### config.mk
export PLATFORM = sky130hd
export DESIGN_NAME = mult_11s_x_8s_flat
export DESIGN_NICKNAME = d
export VERILOG_FILES = /design/src/rtl/mult_11s_x_8s_if.sv /design/src/rtl/mult_11s_x_8s.sv /design/src/flat_wrapper.sv
export SDC_FILE = /design/constraint.sdc
export NUM_CORES = 1
export LEC_CHECK = 0
export ABC_CLOCK_PERIOD_IN_PS = 23200
export CORE_UTILIZATION = 48
export CTS_BUF_LIST = sky130_fd_sc_hd__clkbuf_2 sky130_fd_sc_hd__clkbuf_4 sky130_fd_sc_hd__clkbuf_8
export DETAILED_ROUTE_END_ITERATION = 12
export DONT_BUFFER_PORTS = 1
export GPL_ROUTABILITY_DRIVEN = 0
export PLACE_DENSITY = 0.6
export SETUP_SLACK_MARGIN = 0.05
export SYNTH_ARGS = -nofsm -noshare
export SYNTH_HDL_FRONTEND = slang
export SYNTH_SLANG_ARGS = --single-unit
### constraint.sdc
create_clock -name clk -period 23.2 [get_ports clk]
set_input_delay 4.64 -clock clk [delete_from_list [all_inputs] [get_ports clk]]
set_output_delay 4.64 -clock clk [all_outputs]
set_load 0.1 [all_outputs]
### src/rtl/mult_11s_x_8s_if.sv
// Operand/result bundle for the 11x8 signed multiplier.
// The master side drives the operands and observes the product.
interface mult_11s_x_8s_if;
    logic signed [10:0] n1;
    logic signed [7:0]  n2;
    logic signed [18:0] result;

    modport master (
        output n1,
        output n2,
        input  result
    );

    modport slave (
        input  n1,
        input  n2,
        output result
    );
endinterface

### src/rtl/mult_11s_x_8s.sv
// Three-stage pipelined 11-bit x 8-bit two's-complement multiplier.
// Eight shifted copies of the sign-extended multiplicand are summed with
// ripple-carry adders. The n2[7] row carries negative weight and is
// subtracted as inverted bits plus a carry-in of one.
module mult_11s_x_8s (
    input  logic          clk,
    input  logic          rst,
    mult_11s_x_8s_if.slave bus
);

    localparam int PROD_W = 19;
    localparam int N1_W   = 11;
    localparam int N2_W   = 8;

    // Ripple-carry adder assembled from explicit full-adder cells.
    function automatic logic [PROD_W-1:0] rca(
        input logic [PROD_W-1:0] a,
        input logic [PROD_W-1:0] b,
        input logic              cin
    );
        logic [PROD_W-1:0] s;
        logic              c;
        c = cin;
        for (int i = 0; i < PROD_W; i++) begin
            s[i] = a[i] ^ b[i] ^ c;
            c    = (a[i] & b[i]) | (a[i] & c) | (b[i] & c);
        end
        return s;
    endfunction

    logic signed [N1_W-1:0]   n1_p0;
    logic signed [N2_W-1:0]   n2_p0;
    logic signed [PROD_W-1:0] psum_p1 [4];
    logic signed [PROD_W-1:0] sum_p2;

    logic signed [PROD_W-1:0] n1x;
    logic signed [PROD_W-1:0] pp [N2_W];
    logic signed [PROD_W-1:0] lvl1 [4];
    logic signed [PROD_W-1:0] lvl2 [2];
    logic signed [PROD_W-1:0] lvl3;

    assign n1x = {{(PROD_W-N1_W){n1_p0[N1_W-1]}}, n1_p0};

    // S1 -> S2: partial-product rows; the top row is pre-inverted for subtraction.
    always_comb begin
        for (int i = 0; i < N2_W-1; i++) begin
            pp[i] = n2_p0[i] ? (n1x << i) : '0;
        end
        pp[N2_W-1] = n2_p0[N2_W-1] ? ~(n1x << (N2_W-1)) : '0;
    end

    // First reduction level: pair up rows; the last pair absorbs the +1 of the negation.
    always_comb begin
        lvl1[0] = rca(pp[0], pp[1], 1'b0);
        lvl1[1] = rca(pp[2], pp[3], 1'b0);
        lvl1[2] = rca(pp[4], pp[5], 1'b0);
        lvl1[3] = rca(pp[6], pp[7], n2_p0[N2_W-1]);
    end

    // S2 -> S3: remaining two reduction levels down to the final product.
    always_comb begin
        lvl2[0] = rca(psum_p1[0], psum_p1[1], 1'b0);
        lvl2[1] = rca(psum_p1[2], psum_p1[3], 1'b0);
        lvl3    = rca(lvl2[0], lvl2[1], 1'b0);
    end

    // Pipeline registers; reset clears every stage so in-flight products are dropped.
    always_ff @(posedge clk) begin
        if (rst) begin
            n1_p0  <= '0;
            n2_p0  <= '0;
            for (int i = 0; i < 4; i++) begin
                psum_p1[i] <= '0;
            end
            sum_p2 <= '0;
        end else begin
            n1_p0  <= bus.n1;
            n2_p0  <= bus.n2;
            for (int i = 0; i < 4; i++) begin
                psum_p1[i] <= lvl1[i];
            end
            sum_p2 <= lvl3;
        end
    end

    assign bus.result = sum_p2;

endmodule

### src/flat_wrapper.sv
// flat-port wrapper written by rule: the top's interface ports become plain ports
module mult_11s_x_8s_flat 
  (clk, rst, bus_n1, bus_n2, bus_result);
  mult_11s_x_8s_if bus_i ();
  input  logic clk;
  input  logic rst;
  input wire logic [$bits(bus_i.n1)-1:0] bus_n1;
  input wire logic [$bits(bus_i.n2)-1:0] bus_n2;
  output wire logic [$bits(bus_i.result)-1:0] bus_result;
  assign bus_i.n1 = bus_n1;
  assign bus_i.n2 = bus_n2;
  assign bus_result = bus_i.result;
  mult_11s_x_8s u_core (.clk(clk), .rst(rst), .bus(bus_i));
endmodule
; Word level (Yosys, flattened, before mapping)
; Memories as Yosys holds them, arrays and structs flattened.
; Index checks and enable logic that the tools add are counted.
[totals]
out_inout_bits = 19
ramBits = 76
latchBits = 0
mem_bits_ro = 0
elab_cells = 890
regBits = 38
mem_count = 1
[memory_table]
columns = memory, words, width, rd, rd_clocked_by_memory_dff, write_ports, line_no
row1 = u_core.psum_p1, 4, 19, 4, 0, 4, mult_11s_x_8s.sv:33  ; logic signed [PROD_W-1:0] psum_p1 [4];
[op_classes]
n_eq_ne = 0
bitwise_logic = 871
n_div = 0
reduce_logical = 0
mul = 0
n_mux = 15
shifts = 0
addsub = 0
n_lt_le_gt_ge = 0
[op_table]
columns = op, count
row1 = bitwise AND 1 bit, 366
row2 = XOR 1 bit, 260
row3 = OR 1 bit, 244
row4 = 2-to-1 mux 19 bit, 12
row5 = NOT 19 bit, 1
row6 = 2-to-1 mux 1 bit, 3

; Logic depth before layout (Yosys ltp)
; Gate-level depths: netlist of the first run.
[depth]
depth_word = 58
depth_mapped = 23
ltp_nobuf = 23

; Worst setup path before layout of the first run
; No wires, ideal clock.
[synth_path]
kind = reg-to-reg
startpoint = mem u_core.psum_p1[1][2]
endpoint = reg u_core.sum_p2[18] (netlist: u_core.bus.result[18])
period_less_slack_ns = 7.941
path_slack_ns = 15.259
arrival_time_ns = 7.879
stages_incl_launch_ff = 24
path_cell_list = dfxtp_1 ha_1 fa_1 inv_1 fa_1 fa_1 inv_1 fa_1 fa_1 fa_1 fa_1 fa_1 fa_1 fa_1 fa_1 fa_1 fa_1 fa_1 fa_1 inv_1 fa_1 xnor2_2 xnor3_1 nor2_2
[synth_lines]
columns = element, line_no
row1 = start: declaration, mult_11s_x_8s.sv:33
row2 = end signal: assignment, mult_11s_x_8s.sv:82  ; sum_p2 <= lvl3;
row3 = end: declaration, mult_11s_x_8s.sv:34  ; logic signed [PROD_W-1:0] sum_p2;

==> impl_results.md, run 1 <==
* Chip width at ~110 um
* CP Capture Type: flop
* Remaining DRCs at 0
* Post-CTS setup buffers at 0
* First-pass GRT wire length at approximately 14 mm
* Die height at 107.6 um
* Post-Syn Instances at 463
* CTS Buf Count at 9
* Clock root buffer: clkbuf_8
* Slew Limit Headroom at 0.3691
* Initial Utilization at 0.4935
* ANT cells at 0
* Syn Area/Cell at between 10 and 15 um^2
* Top Ports at 40
* Minimum clock period after layout at 8.172 ns
* DRT antenna net count at 0
* Worst VDD drop at approximately 0.000027 V
* Clock transition at the registers of the reported paths at 0.09 ns
* Fin util at 0.5203
* Insertion delay to the later sink of the worst-skew pair at 0.37 ns
* Status: finished clean
* Clk_skew at around 0.008 ns
* CP dominant cell by count: fa_1
* Fin area at 0.005640 mm^2
* Cell Area, Synth at 0.005350 mm^2
* Crit Path Max Fanout at 1
* Setup WS pre-CTS at 14.96 ns
* Number of DRC markers in iteration 0 at 76
* Largest net degree at the start of global routing at 97
* Flops & latches, synth at just under 100
* Hold path startpoint: u_core.psum_p1[0][1]
* R2R cell count at 23
* Layout cell share with drive strength beyond 1 at 0.03913
* Largest cells by area after synthesis: dfxtp_1 37%, fa_1 34%, nor2b_1 9.4%
* Post-route setup slack at 15.03 ns
* RSZ-0062 raised after global routing: false
* Reg2Reg Setup Slack at between 15 and 20 ns
* Core area at 0.01084 mm^2
* Worst Hold Depth at 1
* Synth unique cells at 17
* RR Startpoint: u_core.psum_p1[1][2]
* Worst-Margin Slew at 0.9450 ns
* Yosys warnings at 0
* Die area at 0.01157 mm^2
* Yosys top cell by area: dfxtp_1
* WL per Instance at ~14 um
* Critical-path top delay cell: fa_1
* WL final at about 8.1 mm
* Yosys top cell area share at 0.3704
* Crit path cell chain: ha_1, fa_1, inv_1, fa_1, fa_1, inv_1, fa_1, fa_1, fa_1, fa_1, fa_1, fa_1, fa_1, fa_1, fa_1, fa_1, fa_1, fa_1, inv_1, fa_1, xnor2_2, xnor3_1, nor2_2
* Critical R2R Capture: u_core.bus.result[18]
* HPWL Detailed at 6.205 mm
* Max Cap Viol at 0
* Area Overhead vs Synth at 5.426%
* Nets at 575
* Power per Cell Area at between 60 and 70 mW/mm^2
* DR vias/cell at 4.590
* Hold endpoint: u_core.bus.result[1]
* CTS tree: done
* DP Cell Count at 584
* Syn_nets at ~580
* Remaining global-route overflow at 0
* Vias in the first global route at 2973
* Worst Hold Class: reg -> reg
* Max-slew violations at 0
* Htree depth at 3
* Post-synthesis sequential area ratio at 0.3704
* GR Util All Layers at 0.1679
* Fmax at roughly 120 MHz
* Fin. Hold Viols at 0
* Clock tree sinks at 99
* Non-Filler Instances at 600
* Tcrit/Tclk final at 0.3523
* I/O Buffers at 0
* CP Data Required Time at 23.51 ns
* Post-CTS sizing at 0
* Placed cell area at approximately 0.0054 mm^2
* Crit path kind: reg -> reg
* Critical Path Start Type: flop
* CP max stage delay at between 0.5 and 0.6 ns
* Setup TNS at 0 ns
* DRT Pass-1 Iters at 4
* Initial antenna violation count at 0
* Static leakage power at 2.445 nW
* Critical Path AT at 8.49 ns
* FP Rows at 38
* Vias at around 2800
* Final setup fails at 0
* Max Buffers Root-to-Sink at 2
* Cts-stage hold buffer count at 0
worst max-delay path by stage:
stage	cells past startpoint	endpoint	from	slack [ns]
6_report	23	u_core.bus.result[18]	u_core.psum_p1[1][2]	15.03
4_1_cts	23	u_core.bus.result[18]	u_core.psum_p1[1][2]	14.94
3_3_place_gp	23	u_core.bus.result[18]	u_core.psum_p1[1][2]	15.00
3_5_place_dp	23	u_core.bus.result[18]	u_core.psum_p1[1][2]	14.96
2_1_floorplan	23	u_core.bus.result[18]	u_core.psum_p1[1][2]	15.26
5_1_grt	23	u_core.bus.result[18]	u_core.psum_p1[1][2]	14.71
cells in the mapped netlist:
| cell type | count |
|---|---|
| fa_1 | 92 |
| nor2b_1 | 80 |
| nand2b_1 | 2 |
| inv_1 | 55 |
| xnor2_1 | 1 |
| xnor3_1 | 2 |
| xnor2_2 | 1 |
| nor2_2 | 1 |
| dfxtp_1 | 99 |
| nor2_1 | 25 |
| xor2_1 | 1 |
| buf_2 | 6 |
| clkbuf_1 | 13 |
| a21o_1 | 1 |
| nand2_1 | 11 |
| ha_1 | 7 |
| and2_1 | 66 |
cells by family (layout without fill, tap and decap cells):
kind of cell,after synthesis,count (layout),share of synthesized area
buffers and inverters,74,71,0.05332
XOR/XNOR,5,5,0.01473
adder cells (fa/ha/maj),99,99,0.3606
AO/OA/AOI/OAI,1,1,0.001404
AND/OR/NAND/NOR,185,185,0.1995
flip-flops,99,99,0.3704
routing by layer:
metal | vias to the layer above | track usage | part of all wire
met3 | 14 | 0.03632 | 0.025
met4 | 0 | 0.06458 | 0.019
met5 | - | 0 | 0
met2 | 36 | 0.2509 | 0.45
li1 | 1306 | - | -
met1 | 1398 | 0.2391 | 0.50
worst max-delay path, delay by kind of cell (launching register included):
kind / cells / cell delay, ns
XOR/XNOR: 2 / 0.54
adder cells (fa/ha/maj): 17 / 7.00
buffers and inverters: 3 / 0.19
flip-flops: 1 / 0.31
AND/OR/NAND/NOR: 1 / 0.08
final cells by class:
class,count,area (um^2)
fill,994,5200
clock buffer,13,172.7
sequential,99,1982
tap,140,175.2
clock inverter,3,21.27
inverter,55,206.4
multi-input combinational,290,3083
layout by cell type, fill, tap and decap left out, types with 2 or more instances in the layout:
cell	count
nor2b_1	80
nand2_1	11
nor2_1	25
dfxtp_1	99
fa_1	92
and2_1	66
clkbuf_8	12
xnor3_1	2
nand2b_1	2
inv_1	55
ha_1	7
flip-flops by register name (all words and copies together), names as in the netlist:
name	flops
u_core.psum_p1	61
u_core.bus.result	19
u_core.n2_p0	8
u_core.n1_p0	11
report_power, final:
| group | total [mW] | switching (mW) | internal [mW] |
|---|---|---|---|
| sequential | 0.208 | 0.0293 | 0.179 |
| clock | 0.109 | 0.0596 | 0.0491 |
| combinational | 0.0259 | 0.0128 | 0.0130 |
| total | 0.343 | 0.102 | 0.241 |
stage by stage:
step	hold WS (ns)	power, mW
2_1_floorplan	0.4138	0.2335
3_3_place_gp	0.4249	0.2381
3_5_place_dp	0.4306	0.2390
4_1_cts	0.4509	0.3473
5_1_grt	0.4589	0.3608
6_report	0.4474	0.3426
(Power assumes the default switching activity.)
==> run 2: changes to the inputs <==
--- a/config.mk
+++ b/config.mk
@@ -5,7 +5,7 @@
 export SDC_FILE = /design/constraint.sdc
 export NUM_CORES = 1
 export LEC_CHECK = 0
-export ABC_CLOCK_PERIOD_IN_PS = 23200
+export ABC_CLOCK_PERIOD_IN_PS = 8600
 export CORE_UTILIZATION = 48
 export CTS_BUF_LIST = sky130_fd_sc_hd__clkbuf_2 sky130_fd_sc_hd__clkbuf_4 sky130_fd_sc_hd__clkbuf_8
 export DETAILED_ROUTE_END_ITERATION = 12
==> constraint.sdc (replaced) <==
create_clock -name clk -period 8.6 [get_ports clk]
set_input_delay 1.72 -clock clk [delete_from_list [all_inputs] [get_ports clk]]
set_output_delay 1.72 -clock clk [all_outputs]
set_load 0.1 [all_outputs]
==> run 2 against run 1 <==
Power rose to 2.7 times the previous value. Sequential share of layout area stayed put. Combinational power grew to 2.7 times the previous value. Routed wire length down 0.23%. Sequential power increased to 2.7 times the previous value. Hold slack lost 0.0055 ns. Fmax grew 0.12%. Via count fell by 0.80%. Largest power group unchanged.
==> impl_results.md, run 2 (synthesis gave the netlist of run 1 again) <==
* Critical-path top delay cell: fa_1
* Clock root buffer: clkbuf_8
* Worst setup path end: u_core.bus.result[18]
* Initial Utilization at 0.4935 (unchanged)
* Worst-Margin Slew at 0.9449 ns (-0.00007635 ns)
* Fin area at 0.005640 mm^2 (unchanged)
* Fin. Hold Viols at 0 (unchanged)
* Critical R2R Capture: u_core.bus.result[18]
* Initial antenna violation count at 0 (unchanged)
* Max Cap Viol at 0 (unchanged)
* Core area at 0.01084 mm^2 (unchanged)
* DRT Pass-1 Iters at 4 (unchanged)
* Clk_skew at 0.008286 ns (+0.0001180 ns)
* Max reg flops at 61 (unchanged)
* Commonest cells after routing, fill and taps aside: 99 x dfxtp_1, 92 x fa_1, 80 x nor2b_1
* Number of fill cells at 1016 (+2.2%)
* WL per Instance at 13.48 um (-0.23%)
* WL final at 8.088 mm (-0.23%)
* Placed cell area at 0.005446 mm^2 (unchanged)
* Insertion delay to the later sink of the worst-skew pair at 0.36 ns (about the same)
* Static leakage power at 2.445 nW (unchanged)
* CP dominant cell by count: fa_1
* Die height at 107.6 um (unchanged)
* CP Capture Type: flop
* Minimum clock period after layout at 8.162 ns (-0.009910 ns)
* Tot Pwr at 0.9225 mW (+170%)
* Clock tree sinks at 99 (unchanged)
* Non-Filler Instances at 600 (unchanged)
* I/O Buffers at 0 (unchanged)
* Fmax at 122.5 MHz (+0.12%)
* Chip width at 107.6 um (unchanged)
* CP max stage delay at 0.51 ns (about the same)
* Crit path from: u_core.psum_p1[1][2]
* Critical Path Start Type: flop
* DP Cell Count at 584 (unchanged)
* Fin util at 0.5203 (unchanged)
* RR Startpoint: u_core.psum_p1[1][2]
* Worst path top cell family by delay: adder cells
* Vias in the first global route at 2896 (-2.6%)
* Crit path kind: reg -> reg
* Top Ports at 40 (unchanged)
* Layout cell share with drive strength beyond 1 at 0.03913 (unchanged)
* Power per Cell Area at 163.6 mW/mm^2 (+170%)
* DRT antenna net count at 0 (unchanged)
* Critical Path AT at 8.48 ns (about the same)
* Cell count along the critical path at 23 (unchanged)
* Commonest non-fill, non-tap cell in the layout: dfxtp_1
* FP Rows at 38 (unchanged)
* ANT cells at 0 (unchanged)
* Cts-stage hold buffer count at 0 (unchanged)
* Clock transition at the registers of the reported paths at 0.09 ns (about the same)
* DR vias/cell at 4.553 (-0.80%)
* Die area at 0.01157 mm^2 (unchanged)
* Nets at 575 (unchanged)
* CTS tree: done
* CTS Buf Count at 9 (unchanged)
* Htree depth at 3 (unchanged)
* Register with the most flip-flops: u_core.psum_p1
* Slew Limit Headroom at 0.3692 (about the same)
* Final setup fails at 0 (unchanged)
* Vias at 2732 (-0.80%)
* HPWL Detailed at 6.189 mm (-0.27%)
* Worst path buffer plus inverter count at 3 (unchanged)
* Post-CTS sizing at 0 (unchanged)
* Worst Hold Class: reg -> reg
* Status: finished clean
* Remaining DRCs at 0 (unchanged)
* Setup TNS at 0 ns (unchanged)
* RSZ-0062 raised after global routing: false
* R2R cell count at 23 (unchanged)
* Reg2Reg Setup Slack at 0.44 ns (-14.59 ns)
* Remaining global-route overflow at 0 (unchanged)
* Hold path startpoint: u_core.psum_p1[0][1]
* Post-CTS setup buffers at 0 (unchanged)
* Tcrit/Tclk final at 0.9491 (+0.5969)
* Number of DRC markers in iteration 0 at 96 (+26%)
* First-pass GRT wire length at 14.21 mm (-0.82%)
* Largest net degree at the start of global routing at 97 (unchanged)
* Max-slew violations at 0 (unchanged)
* Crit Path Max Fanout at 1 (unchanged)
* Area Overhead vs Synth at 5.426% (unchanged)
* Worst VDD drop at 0.00007391 V (+170%)
* CP Data Required Time at 8.91 ns (-14.60 ns)
* Max Buffers Root-to-Sink at 2 (unchanged)
* GR Util All Layers at 0.1667 (-0.001214)
* Crit path cell chain: ha_1, fa_1, inv_1, fa_1, fa_1, inv_1, fa_1, fa_1, fa_1, fa_1, fa_1, fa_1, fa_1, fa_1, fa_1, fa_1, fa_1, fa_1, inv_1, fa_1, xnor2_2, xnor3_1, nor2_2
==> run 2: final cells by class <==
cell class	instances	area, um^2	share of cell area
inverter	55	206.4	0.03660
tap	140	175.2	0.03106
sequential	99	1982	0.3514
clock inverter	3	21.27	0.003771
multi-input combinational	290	3083	0.5466
clock buffer	13	172.7	0.03061
==> run 2: metal layers <==
layer,vias up,GRT usage,share of wire
li1,1308,-,-
met1,1377,0.2406,0.51
met2,35,0.2459,0.44
met3,12,0.03692,0.027
met4,0,0.06164,0.016
met5,-,0,0
==> run 2: worst min path at each step <==
| stage | to | slack (ns) | cells past startpoint |
|---|---|---|---|
| detailed placement | u_core.bus.result[1] | 0.43 | 1 |
| CTS | u_core.bus.result[1] | 0.45 | 1 |
| floorplan | u_core.bus.result[0] | 0.41 | 1 |
| finish | u_core.bus.result[1] | 0.44 | 1 |
| global placement | u_core.bus.result[1] | 0.42 | 1 |
| global route | u_core.bus.result[1] | 0.46 | 1 |
==> run 2: metrics by stage <==
step | hold WS (ns) | setup WS (ns)
2_1_floorplan | 0.4138 | 0.6590
3_3_place_gp | 0.4248 | 0.4017
3_5_place_dp | 0.4253 | 0.3548
4_1_cts | 0.4472 | 0.3424
5_1_grt | 0.4580 | 0.1201
6_report | 0.4419 | 0.4376
==> run 2: power breakdown <==
part	switching (mW)	total, mW	internal [mW]
Sequential	0.0789	0.561	0.482
Combinational	0.0348	0.0699	0.0351
Clock	0.159	0.291	0.132
==> run 3: changes to the inputs <==
--- a/config.mk
+++ b/config.mk
@@ -10,7 +10,6 @@
 export CTS_BUF_LIST = sky130_fd_sc_hd__clkbuf_2 sky130_fd_sc_hd__clkbuf_4 sky130_fd_sc_hd__clkbuf_8
 export DETAILED_ROUTE_END_ITERATION = 12
 export DONT_BUFFER_PORTS = 1
-export GPL_ROUTABILITY_DRIVEN = 0
 export PLACE_DENSITY = 0.6
 export SETUP_SLACK_MARGIN = 0.05
 export SYNTH_ARGS = -nofsm -noshare
==> constraint.sdc (replaced) <==
create_clock -name clk -period 8.6 [get_ports clk]
set_input_delay 0.86 -clock clk [delete_from_list [all_inputs] [get_ports clk]]
set_output_delay 0.86 -clock clk [all_outputs]
set_load 0.1 [all_outputs]
==> results of run 3 <==
Final layout, timing and power as in run 2 (identical DEF).
